<file path="src/rtl/bsr_chain_pkg.sv">
// Shared constants for the boundary-scan register: test modes and cell
// ordering within one pad's three-bit group of the chain.
package jtag_bsr_pkg;

   localparam logic [1:0] MODE_FUNC   = 2'b00;
   localparam logic [1:0] MODE_EXTEST = 2'b01;
   localparam logic [1:0] MODE_INTEST = 2'b10;

   localparam int CELL_IN       = 0;
   localparam int CELL_OUT      = 1;
   localparam int CELL_CTL      = 2;
   localparam int CELLS_PER_PIN = 3;

   // Both test modes drive the pads from the update stage.
   function automatic logic pads_from_ur(input logic [1:0] mode);
      return (mode == MODE_EXTEST) || (mode == MODE_INTEST);
   endfunction

endpackage

</file>
<file path="src/rtl/bsr_chain_if.sv">
// TAP-side view of the boundary-scan register: DR strobes, select and the
// serial data pair.
interface bsr_chain_if;
   logic select;
   logic capture_dr;
   logic shift_dr;
   logic update_dr;
   logic tdi;
   logic tdo;

   modport master (output select, capture_dr, shift_dr, update_dr, tdi, input tdo);
   modport slave  (input select, capture_dr, shift_dr, update_dr, tdi, output tdo);
endinterface

</file>
<file path="src/rtl/bsr_pin_slice.sv">
// One pad's worth of boundary scan: input, output and control cells with
// their update latches, plus the pad/core steering for that pad.
module bsr_pin_slice
   import jtag_bsr_pkg::*;
#(
   parameter logic OE_RESET = 1'b0
) (
   input  logic       tck,
   input  logic       resetn,
   input  logic       select,
   input  logic       capture_dr,
   input  logic       shift_dr,
   input  logic       update_dr,
   input  logic [1:0] mode,
   input  logic       enable_in,
   input  logic       enable_out,
   input  logic       si,
   output logic       so,
   input  logic       core_out,
   input  logic       core_oe,
   output logic       core_in,
   input  logic       pad_in,
   output logic       pad_out,
   output logic       pad_oe
);

   localparam logic [CELLS_PER_PIN-1:0] UR_RST = CELLS_PER_PIN'(OE_RESET) << CELL_CTL;

   logic [CELLS_PER_PIN-1:0] sr_q, sr_d;
   logic [CELLS_PER_PIN-1:0] ur_q, ur_d;

   // Capture outranks shift; a blocked capture still suppresses the shift.
   always_comb begin
      sr_d = sr_q;
      if (select) begin
         if (capture_dr) begin
            if (enable_in) begin
               sr_d[CELL_IN]  = pad_in;
               sr_d[CELL_OUT] = core_out;
               sr_d[CELL_CTL] = core_oe;
            end
         end else if (shift_dr) begin
            sr_d = {si, sr_q[CELLS_PER_PIN-1:1]};
         end
      end
   end

   always_ff @(posedge tck or negedge resetn) begin
      if (!resetn) sr_q <= '0;
      else         sr_q <= sr_d;
   end

   assign ur_d = (select && update_dr) ? sr_q : ur_q;

   // Update stage loads on the falling edge so pads change mid Update-DR.
   always_ff @(negedge tck or negedge resetn) begin
      if (!resetn) ur_q <= UR_RST;
      else         ur_q <= ur_d;
   end

   assign so = sr_q[CELL_IN];

   always_comb begin
      pad_out = core_out;
      pad_oe  = core_oe;
      core_in = (mode == MODE_INTEST) ? ur_q[CELL_IN] : pad_in;
      if (!enable_out) begin
         pad_out = 1'b0;
         pad_oe  = 1'b0;
      end else if (pads_from_ur(mode)) begin
         pad_out = ur_q[CELL_OUT];
         pad_oe  = ur_q[CELL_CTL];
      end
   end

endmodule

</file>
<file path="src/rtl/bsr_chain.sv">
// Boundary-scan register for NUM_PINS bidirectional pads; pad i owns chain
// bits 3i..3i+2, tdi enters the top bit and tdo is bit 0.
module bsr_chain
   import jtag_bsr_pkg::*;
#(
   parameter int   NUM_PINS = 8,
   parameter logic OE_RESET = 1'b0
) (
   input  logic                tck,
   input  logic                resetn,
   bsr_chain_if.slave          tap,
   input  logic [1:0]          mode,
   input  logic                enable_in,
   input  logic                enable_out,
   input  logic [NUM_PINS-1:0] core_out,
   input  logic [NUM_PINS-1:0] core_oe,
   output logic [NUM_PINS-1:0] core_in,
   input  logic [NUM_PINS-1:0] pad_in,
   output logic [NUM_PINS-1:0] pad_out,
   output logic [NUM_PINS-1:0] pad_oe
);

   // chain[i+1] feeds slice i; chain[0] is the serial output.
   logic [NUM_PINS:0] chain;

   assign chain[NUM_PINS] = tap.tdi;

   generate
      for (genvar gi = 0; gi < NUM_PINS; gi++) begin : g_pin
         bsr_pin_slice #(
            .OE_RESET (OE_RESET)
         ) u_slice (
            .tck        (tck),
            .resetn     (resetn),
            .select     (tap.select),
            .capture_dr (tap.capture_dr),
            .shift_dr   (tap.shift_dr),
            .update_dr  (tap.update_dr),
            .mode       (mode),
            .enable_in  (enable_in),
            .enable_out (enable_out),
            .si         (chain[gi+1]),
            .so         (chain[gi]),
            .core_out   (core_out[gi]),
            .core_oe    (core_oe[gi]),
            .core_in    (core_in[gi]),
            .pad_in     (pad_in[gi]),
            .pad_out    (pad_out[gi]),
            .pad_oe     (pad_oe[gi])
         );
      end
   endgenerate

   assign tap.tdo = resetn & chain[0];

endmodule

</file>
<file path="src/flat_wrapper.sv">
// flat-port wrapper written by rule: the top's interface ports become plain ports
module bsr_chain_flat import jtag_bsr_pkg::*;
#(
   parameter int   NUM_PINS = 8,
   parameter logic OE_RESET = 1'b0
)
  (tck, resetn, mode, enable_in, enable_out, core_out, core_oe, core_in, pad_in, pad_out, pad_oe, tap_select, tap_capture_dr, tap_shift_dr, tap_update_dr, tap_tdi, tap_tdo);
  bsr_chain_if tap_i ();
  input  logic tck;
  input  logic resetn;
  input  logic [1:0] mode;
  input  logic enable_in;
  input  logic enable_out;
  input  logic [NUM_PINS-1:0] core_out;
  input  logic [NUM_PINS-1:0] core_oe;
  output logic [NUM_PINS-1:0] core_in;
  input  logic [NUM_PINS-1:0] pad_in;
  output logic [NUM_PINS-1:0] pad_out;
  output logic [NUM_PINS-1:0] pad_oe;
  input wire logic [$bits(tap_i.select)-1:0] tap_select;
  input wire logic [$bits(tap_i.capture_dr)-1:0] tap_capture_dr;
  input wire logic [$bits(tap_i.shift_dr)-1:0] tap_shift_dr;
  input wire logic [$bits(tap_i.update_dr)-1:0] tap_update_dr;
  input wire logic [$bits(tap_i.tdi)-1:0] tap_tdi;
  output wire logic [$bits(tap_i.tdo)-1:0] tap_tdo;
  assign tap_i.select = tap_select;
  assign tap_i.capture_dr = tap_capture_dr;
  assign tap_i.shift_dr = tap_shift_dr;
  assign tap_i.update_dr = tap_update_dr;
  assign tap_i.tdi = tap_tdi;
  assign tap_tdo = tap_i.tdo;
  bsr_chain #(.NUM_PINS(NUM_PINS), .OE_RESET(OE_RESET)) u_core (.tck(tck), .resetn(resetn), .tap(tap_i), .mode(mode), .enable_in(enable_in), .enable_out(enable_out), .core_out(core_out), .core_oe(core_oe), .core_in(core_in), .pad_in(pad_in), .pad_out(pad_out), .pad_oe(pad_oe));
endmodule
</file>
<file path="config.mk">
export PLATFORM = sky130hd
export DESIGN_NAME = bsr_chain_flat
export DESIGN_NICKNAME = d
export VERILOG_FILES = /design/src/rtl/bsr_chain_pkg.sv /design/src/rtl/bsr_chain_if.sv /design/src/rtl/bsr_pin_slice.sv /design/src/rtl/bsr_chain.sv /design/src/flat_wrapper.sv
export SDC_FILE = /design/constraint.sdc
export NUM_CORES = 1
export LEC_CHECK = 0
export CAP_MARGIN = 20
export CORE_UTILIZATION = 45
export DETAILED_ROUTE_END_ITERATION = 8
export PLACE_DENSITY_LB_ADDON = 0.05
export RECOVER_POWER = 50
export SYNTH_ARGS = -nofsm -noshare
export SYNTH_HDL_FRONTEND = slang
export SYNTH_SLANG_ARGS = --single-unit
export TNS_END_PERCENT = 10
</file>
<file path="constraint.sdc">
create_clock -name tck -period 1.69 [get_ports tck]
set_input_delay 0.2535 -clock tck [delete_from_list [all_inputs] [get_ports tck]]
set_output_delay 0.2535 -clock tck [all_outputs]
set_load 0.02 [all_outputs]
</file>
==> results.yml <==
die:
  dieArea_um2: 6230
  dieHeight_um: 79.0
  start_util_pct: 47.5
  row_count: 27
  core_um2: 5610
  die_w_um: 79.0
  pin_count: 60
logic_synthesis:
  yosysUniqueCellTypes: 17
  synthesis.area_um2: 2670
  synth_top_area_share_pct: 22.5
  synth_edf_count: 0
  synth.most_common_cell: "mux2i_1"
  async_flop_share_pct: 100
  yosys-top-cells-area: "dfrtn_1, dfrtp_1, mux2i_1, mux2_1, buf_4"
  synth_ff_type: "dfrtp_1"
  ys_ff_latch: 48
  synth_top_cell_by_area: "dfrtn_1"
  yosys_warnings: 0
  syn_area_per_cell_um2: 11.5
  syn_nets: 268
  seq_area_frac_synth_pct: 45.1
  syn_inst: 232
pwr:
  p_total_mw: 3.56
  leakage_nw: 1.65
  ir_worst_vdd_v: 0.000557
  p_per_area_nw_per_um2: 994
global_routing:
  antenna_found_initial: 0
  grt.total_usage_pct: 20.0
  grt_first_pass_wirelength_um: 9710
  grt_max_degree: 49
  grt_util_met2_pct: 32.0
  busiest_layer: "met2"
  grt_pass1_vias: 1958
  grtUsageMet3_pct: 3.56
  grt_use_met1_pct: 28.7
  gr-total-overflow: 0
setup_path:
  cp_data_required_time_ps: 1440
  worst_path_max_delay_cell: "dfrtn_1"
  worstSetupPathType: "flop to output pin"
  startpoint: "u_core.g_pin[0].u_slice.ur_q[2]"
  crit_family: "flip-flops"
  path_buf_inv: 1
  path_cells: "mux2i_1 > nor2b_1 > buf_4"
  crit_path_end_kind: "output pin"
  crit_fanout: 2
  cp.arrival_ps: 1930
  start_kind: "flop"
  max_stage_delay_ps: 450
  timing.rr.start: "u_core.g_pin[4].u_slice.sr_q[0]"
routing:
  routedWlPerCell_um: 15.2
  ant_nets: 0
  drc: 0
  num_vias: 1975
  viasPerCell: 5.21
  drtPass1Iterations: 4
  drt_iter0_drc: 127
  finalWirelength_um: 5770
placed_design:
  place_hpwl_um: 3740
  placed_cell_area_um2: 3500
  port_buffers: 59
  place_congestion: 0.695
timing:
  worst_pin_slew_ps: 652
  fin_hold_ws_ps: 439
  setup_violations: 48
  clock_skew_ps: 10.1
  timing_hold_violations_final: 0
  maxSlewViolCount: 0
  tns_ps: -15040
  fin_ws_ps: -490
  relSlewSlack_pct: 56.5
  rsz0062_at_grt: "yes"
clock_network:
  cts_tree: "built"
  cts.sinks: 48
  clk_pin_slew_ps: 60
  clk_path_buf_depth: 2
  cts-buffers-inserted: 5
  cts_max_level: 2
  cts_root_buffer: "clkbuf_8"
  clk-insertion-delay-late_ps: 300
outcome:
  status: "complete, but fails checks"
  failed_checks: "setup timing"
worst_hold_path:
  min_from: "u_core.g_pin[6].u_slice.ur_q[1]"
  holdCritPathClass: "flop to flop"
final_layout:
  drive_gt1_share_pct: 34.5
  syn_to_final_growth_pct: 34.6
  design_area_um2: 3590
  num-nets-final: 342
  antenna_cells: 0
  n_fill_cell: 498
flow_run:
  cap_violations: 0
## area by class of cell
class,count,area (µm²),share of cell area [%]
flip-flops and latches,48,1200,33.5
inverters,1,3.75,0.105
repair buffers,110,937,26.1
clock buffers,7,86.3,2.41
multi-input cells,140,1260,35.1
clock inverters,1,7.51,0.209
well taps,72,90.1,2.51
## stage by stage
| step | util, % | std cells | worst slack, ps |
|---|---|---|---|
| final | 63.9 | 379 | -490 |
| after global routing | 63.9 | 379 | -574 |
| after CTS | 63.1 | 378 | -504 |
| after detailed placement | 62.5 | 368 | -703 |
| after global placement | 62.5 | 368 | -684 |
| after floorplan | - | 232 | -106 |
## worst paths after layout
check                                                       end  slack (ps)  depth (start not counted)
worst max-delay path                                  pad_oe[0]        -490                          3
worst min-delay path            u_core.g_pin[6].u_slice.ur_q[1]         440                          1
worst max register to register  u_core.g_pin[4].u_slice.ur_q[0]          20                          1
worst min register to register  u_core.g_pin[6].u_slice.ur_q[1]         440                          1
max in group asynchronous       u_core.g_pin[4].u_slice.ur_q[0]        -180                          3
min in group asynchronous       u_core.g_pin[2].u_slice.sr_q[0]         680                          3
## metal layers
metal / part of all wire (%) / vias to the layer above
met2: 46 / 60
met1: 49 / 953
li1: - / 958
met4: 0.71 / 0
met5: 0 / -
met3: 4.5 / 4
## cell usage in the layout (no fill, tap or decap), drive strengths merged
| master | n |
|---|---|
| buf | 76 |
| mux2i | 40 |
| mux2 | 33 |
| clkdlybuf4s50 | 29 |
| a21oi | 24 |
| a31oi | 24 |
| dfrtp | 24 |
| dfrtn | 24 |
| nor2b | 16 |
| clkbuf | 9 |
| dlygate4sd3 | 2 |
| and2 | 1 |
| inv | 1 |
| nand2 | 1 |
| ha | 1 |
| clkinvlp | 1 |
| clkdlybuf4s15 | 1 |
## sequential cells by signal, summed over array words and instances (netlist names)
name                       cells
u_core.g_pin.u_slice.ur_q     24
u_core.g_pin.u_slice.sr_q     24
## kinds of logic after synthesis
group / synth area share (%)
adder cells (fa/ha/maj): 0.469
multiplexers: 29.1
buffers and inverters: 11.1
AO/OA/AOI/OAI: 10.1
AND/OR/NAND/NOR: 4.13
flip-flops: 45.1
## where the power goes
part / total (mW) / internal, mW / switching, mW
Combinational: 1.27 / 0.743 / 0.531
Clock: 0.696 / 0.333 / 0.363
Sequential: 1.59 / 1.44 / 0.150
Total: 3.56 / 2.52 / 1.04
## repair_timing
action | CTS | global route
gates resized for setup | 120 | 16
hold buffers | 1 | 0
hold endpoints to repair | 24 | 0
endpoints found under the setup margin | 49 | 38
buffers inserted | 1 | 1
(Power assumes the default switching activity.)
==> RTL change: new RTL, config.mk and constraints unchanged <==
`NUM_PINS` is set to 8 in 2 places; all go to 16.
--- a/src/rtl/bsr_chain.sv
+++ b/src/rtl/bsr_chain.sv
@@ -4,5 +4,5 @@
    import jtag_bsr_pkg::*;
 #(
-   parameter int   NUM_PINS = 8,
+   parameter int   NUM_PINS = 16,
    parameter logic OE_RESET = 1'b0
 ) (
--- a/src/flat_wrapper.sv
+++ b/src/flat_wrapper.sv
@@ -2,5 +2,5 @@
 module bsr_chain_flat import jtag_bsr_pkg::*;
 #(
-   parameter int   NUM_PINS = 8,
+   parameter int   NUM_PINS = 16,
    parameter logic OE_RESET = 1'b0
 )
Ports: changed (6 resized); port bits go from 60 to 108. The function was not compared with the original's and may differ.
==> RTL change against the original RTL <==
  * The flow still finishes with violations (negative setup slack)
  * Routed wire length increased by 110%
  * Worst setup slack got worse by 0.054 ns
  * Global-route usage increased by 0.87 points
  * Area after synthesis increased by 99%
  * Total power increased by 110%
  * Sequential cell count increased by 48
  * Sequential share of layout area increased by 0.076 points
  * Design area increased by 100%
  * Largest cell class unchanged
==> RTL change: results (changes against the original RTL) <==
synthesis:
  yosysSeqAreaShare: 0.454  # was 0.451
  ys.flop_type: "dfrtp_1"  # unchanged
  synth_fp_nets: 522  # was 268
  synth_cell_types: 17  # unchanged
  yosysWarnings: 0  # unchanged
  synthTopCellsByArea: "dfrtn_1 (23%), dfrtp_1 (23%), mux2i_1 (15%), mux2_1 (11%), buf_4 (7.2%)"  # was dfrtn_1 (23%), dfrtp_1 (23%), mux2i_1 (15%), mux2_1 (10%), buf_4 (6.8%)
  synthArstFlopShare: 1.00  # unchanged
  ys_top_cells_by_count: "mux2i_1 (80), mux2_1 (54), buf_4 (51)"
sta:
  fin_skew_ns: 0.0132  # was 0.0101 ns
  tns_ns: -31.90  # was -15.04 ns
  final.setup.worst_slack_ns: -0.544  # was -0.490 ns
  setup_viol: 122  # was 48
  relSlewSlack: 0.324  # was 0.565
clocking:
  cts_max_level: 3  # was 2
  cts_root_buffer: "clkbuf_16"  # was clkbuf_8
  insertion_delay_ns: 0.34  # was 0.30 ns
  cts_buffers: 9  # was 5
  clock_tree.buffer_depth: 2  # unchanged
place:
  post-place-ws_ns: -0.755  # was -0.703 ns
  place_hpwl_um: 8120  # was 3740 um
  port_buffers: 107  # was 59
  gp_congestion: 0.725  # was 0.695
cells_and_area:
  drive_above_1_share: 0.343  # was 0.345
  largestRegisters: "u_core.g_pin.u_slice.sr_q (48), u_core.g_pin.u_slice.ur_q (48)"  # was u_core.g_pin.u_slice.sr_q (24), u_core.g_pin.u_slice.ur_q (24)
  final_nets: 658  # was 342
  fill_cells: 947  # was 498
  num_antenna_cells: 0  # unchanged
power:
  ir_drop_uv: 484  # was 557 uV
  cellLeakagePower_nw: 3.25  # was 1.65 nW
detailed_routing:
  first_pass_iters: 5  # was 4
  num_vias: 3911  # was 1975
  wl_per_cell_um: 16.5  # was 15.2 um
  drtIter0Drc: 152  # was 127
run_status:
  outcome: "finished, violations left"  # unchanged
  violations: "negative setup slack"  # unchanged
worst_setup_path:
  crit_arrival_ns: 1.98  # was 1.93 ns
global_routing:
  grt_pass1_wl_um: 20600  # was 9710 um
  grt_usage: 0.209  # was 0.200
  grt_start_max_net_pins: 97  # was 49
  grt_pass1_vias: 3964  # was 1958
hold_path:
  hold_class: "in2async"  # was reg2reg
[RTL change: layout make-up]
type	count	area (um^2)	area share
clock inverters	4	31.3	0.00437
multi-input cells	276	2420	0.338
flip-flops and latches	96	2400	0.336
inverters	1	3.75	0.000525
repair buffers	214	1880	0.263
well taps	143	179	0.0250
clock buffers	12	236	0.0330
[RTL change: cell families after synthesis]
group | synth area share
multiplexers | 0.290
AO/OA/AOI/OAI | 0.102
flip-flops | 0.454
buffers and inverters | 0.112
AND/OR/NAND/NOR | 0.0397
adder cells (fa/ha/maj) | 0.00236
[RTL change: final timing paths]
check | start | end | slack (ns) | depth (start not counted)
setup / recovery | u_core.g_pin[14].u_slice.ur_q[1]$_DFFE_NN0P_ | pad_out[14] | -0.54 | 3
setup reg to reg | u_core.g_pin[13].u_slice.sr_q[2]$_DFFE_PN0P_ | u_core.g_pin[13].u_slice.ur_q[2]$_DFFE_NN0P_ | 0.02 | 1
hold reg to reg | u_core.g_pin[12].u_slice.ur_q[0]$_DFFE_NN0P_ | u_core.g_pin[12].u_slice.ur_q[0]$_DFFE_NN0P_ | 0.43 | 1
min in group tck | u_core.g_pin[12].u_slice.ur_q[0]$_DFFE_NN0P_ | u_core.g_pin[12].u_slice.ur_q[0]$_DFFE_NN0P_ | 0.43 | 1
hold / removal | resetn | u_core.g_pin[3].u_slice.sr_q[0]$_DFFE_PN0P_ | 0.28 | 2
max in group asynchronous | resetn | u_core.g_pin[1].u_slice.ur_q[2]$_DFFE_NN0P_ | -0.33 | 3
[RTL change: routing by layer]
layer  wire length (um)  share of wire  global-route usage  vias to the layer above
met5                  0              0                   0                        -
met3                429          0.035              0.0307                        9
li1                   -              -                   -                     1890
met2               5620           0.46               0.318                       86
met4                119         0.0097              0.0560                        0
met1               6120           0.50               0.311                     1926
[RTL change: per-stage QoR]
step	cells	hold slack, ns	cell area (um^2)	utilization
2_1_floorplan	462	-0.0421	5380	-
3_3_place_gp	726	0.0971	6940	0.607
3_5_place_dp	726	0.0972	6940	0.607
4_1_cts	745	0.432	7130	0.624
5_1_grt	746	0.349	7160	0.627
6_report	746	0.276	7160	0.627
[RTL change: what timing repair did]
action | 4_1_cts | 5_1_grt
setup buffers | 2 | 1
endpoints found under the hold margin | 23 | 0
endpoints found under the setup margin | 97 | 112
hold buffers | 1 | 0
resized for setup | 249 | 12
[RTL change: worst max-delay path, stage by stage, from the launching register on]
cell	delay (ns)
dfrtn_1	0.45
mux2i_1	0.09
nor2b_1	0.11
buf_4	0.15
[RTL change: report_power, final]
group          total (mW)  internal (mW)  switching [mW]
sequential           3.21           2.89           0.312
combinational        2.55           1.47            1.08
clock                1.86           1.00           0.862
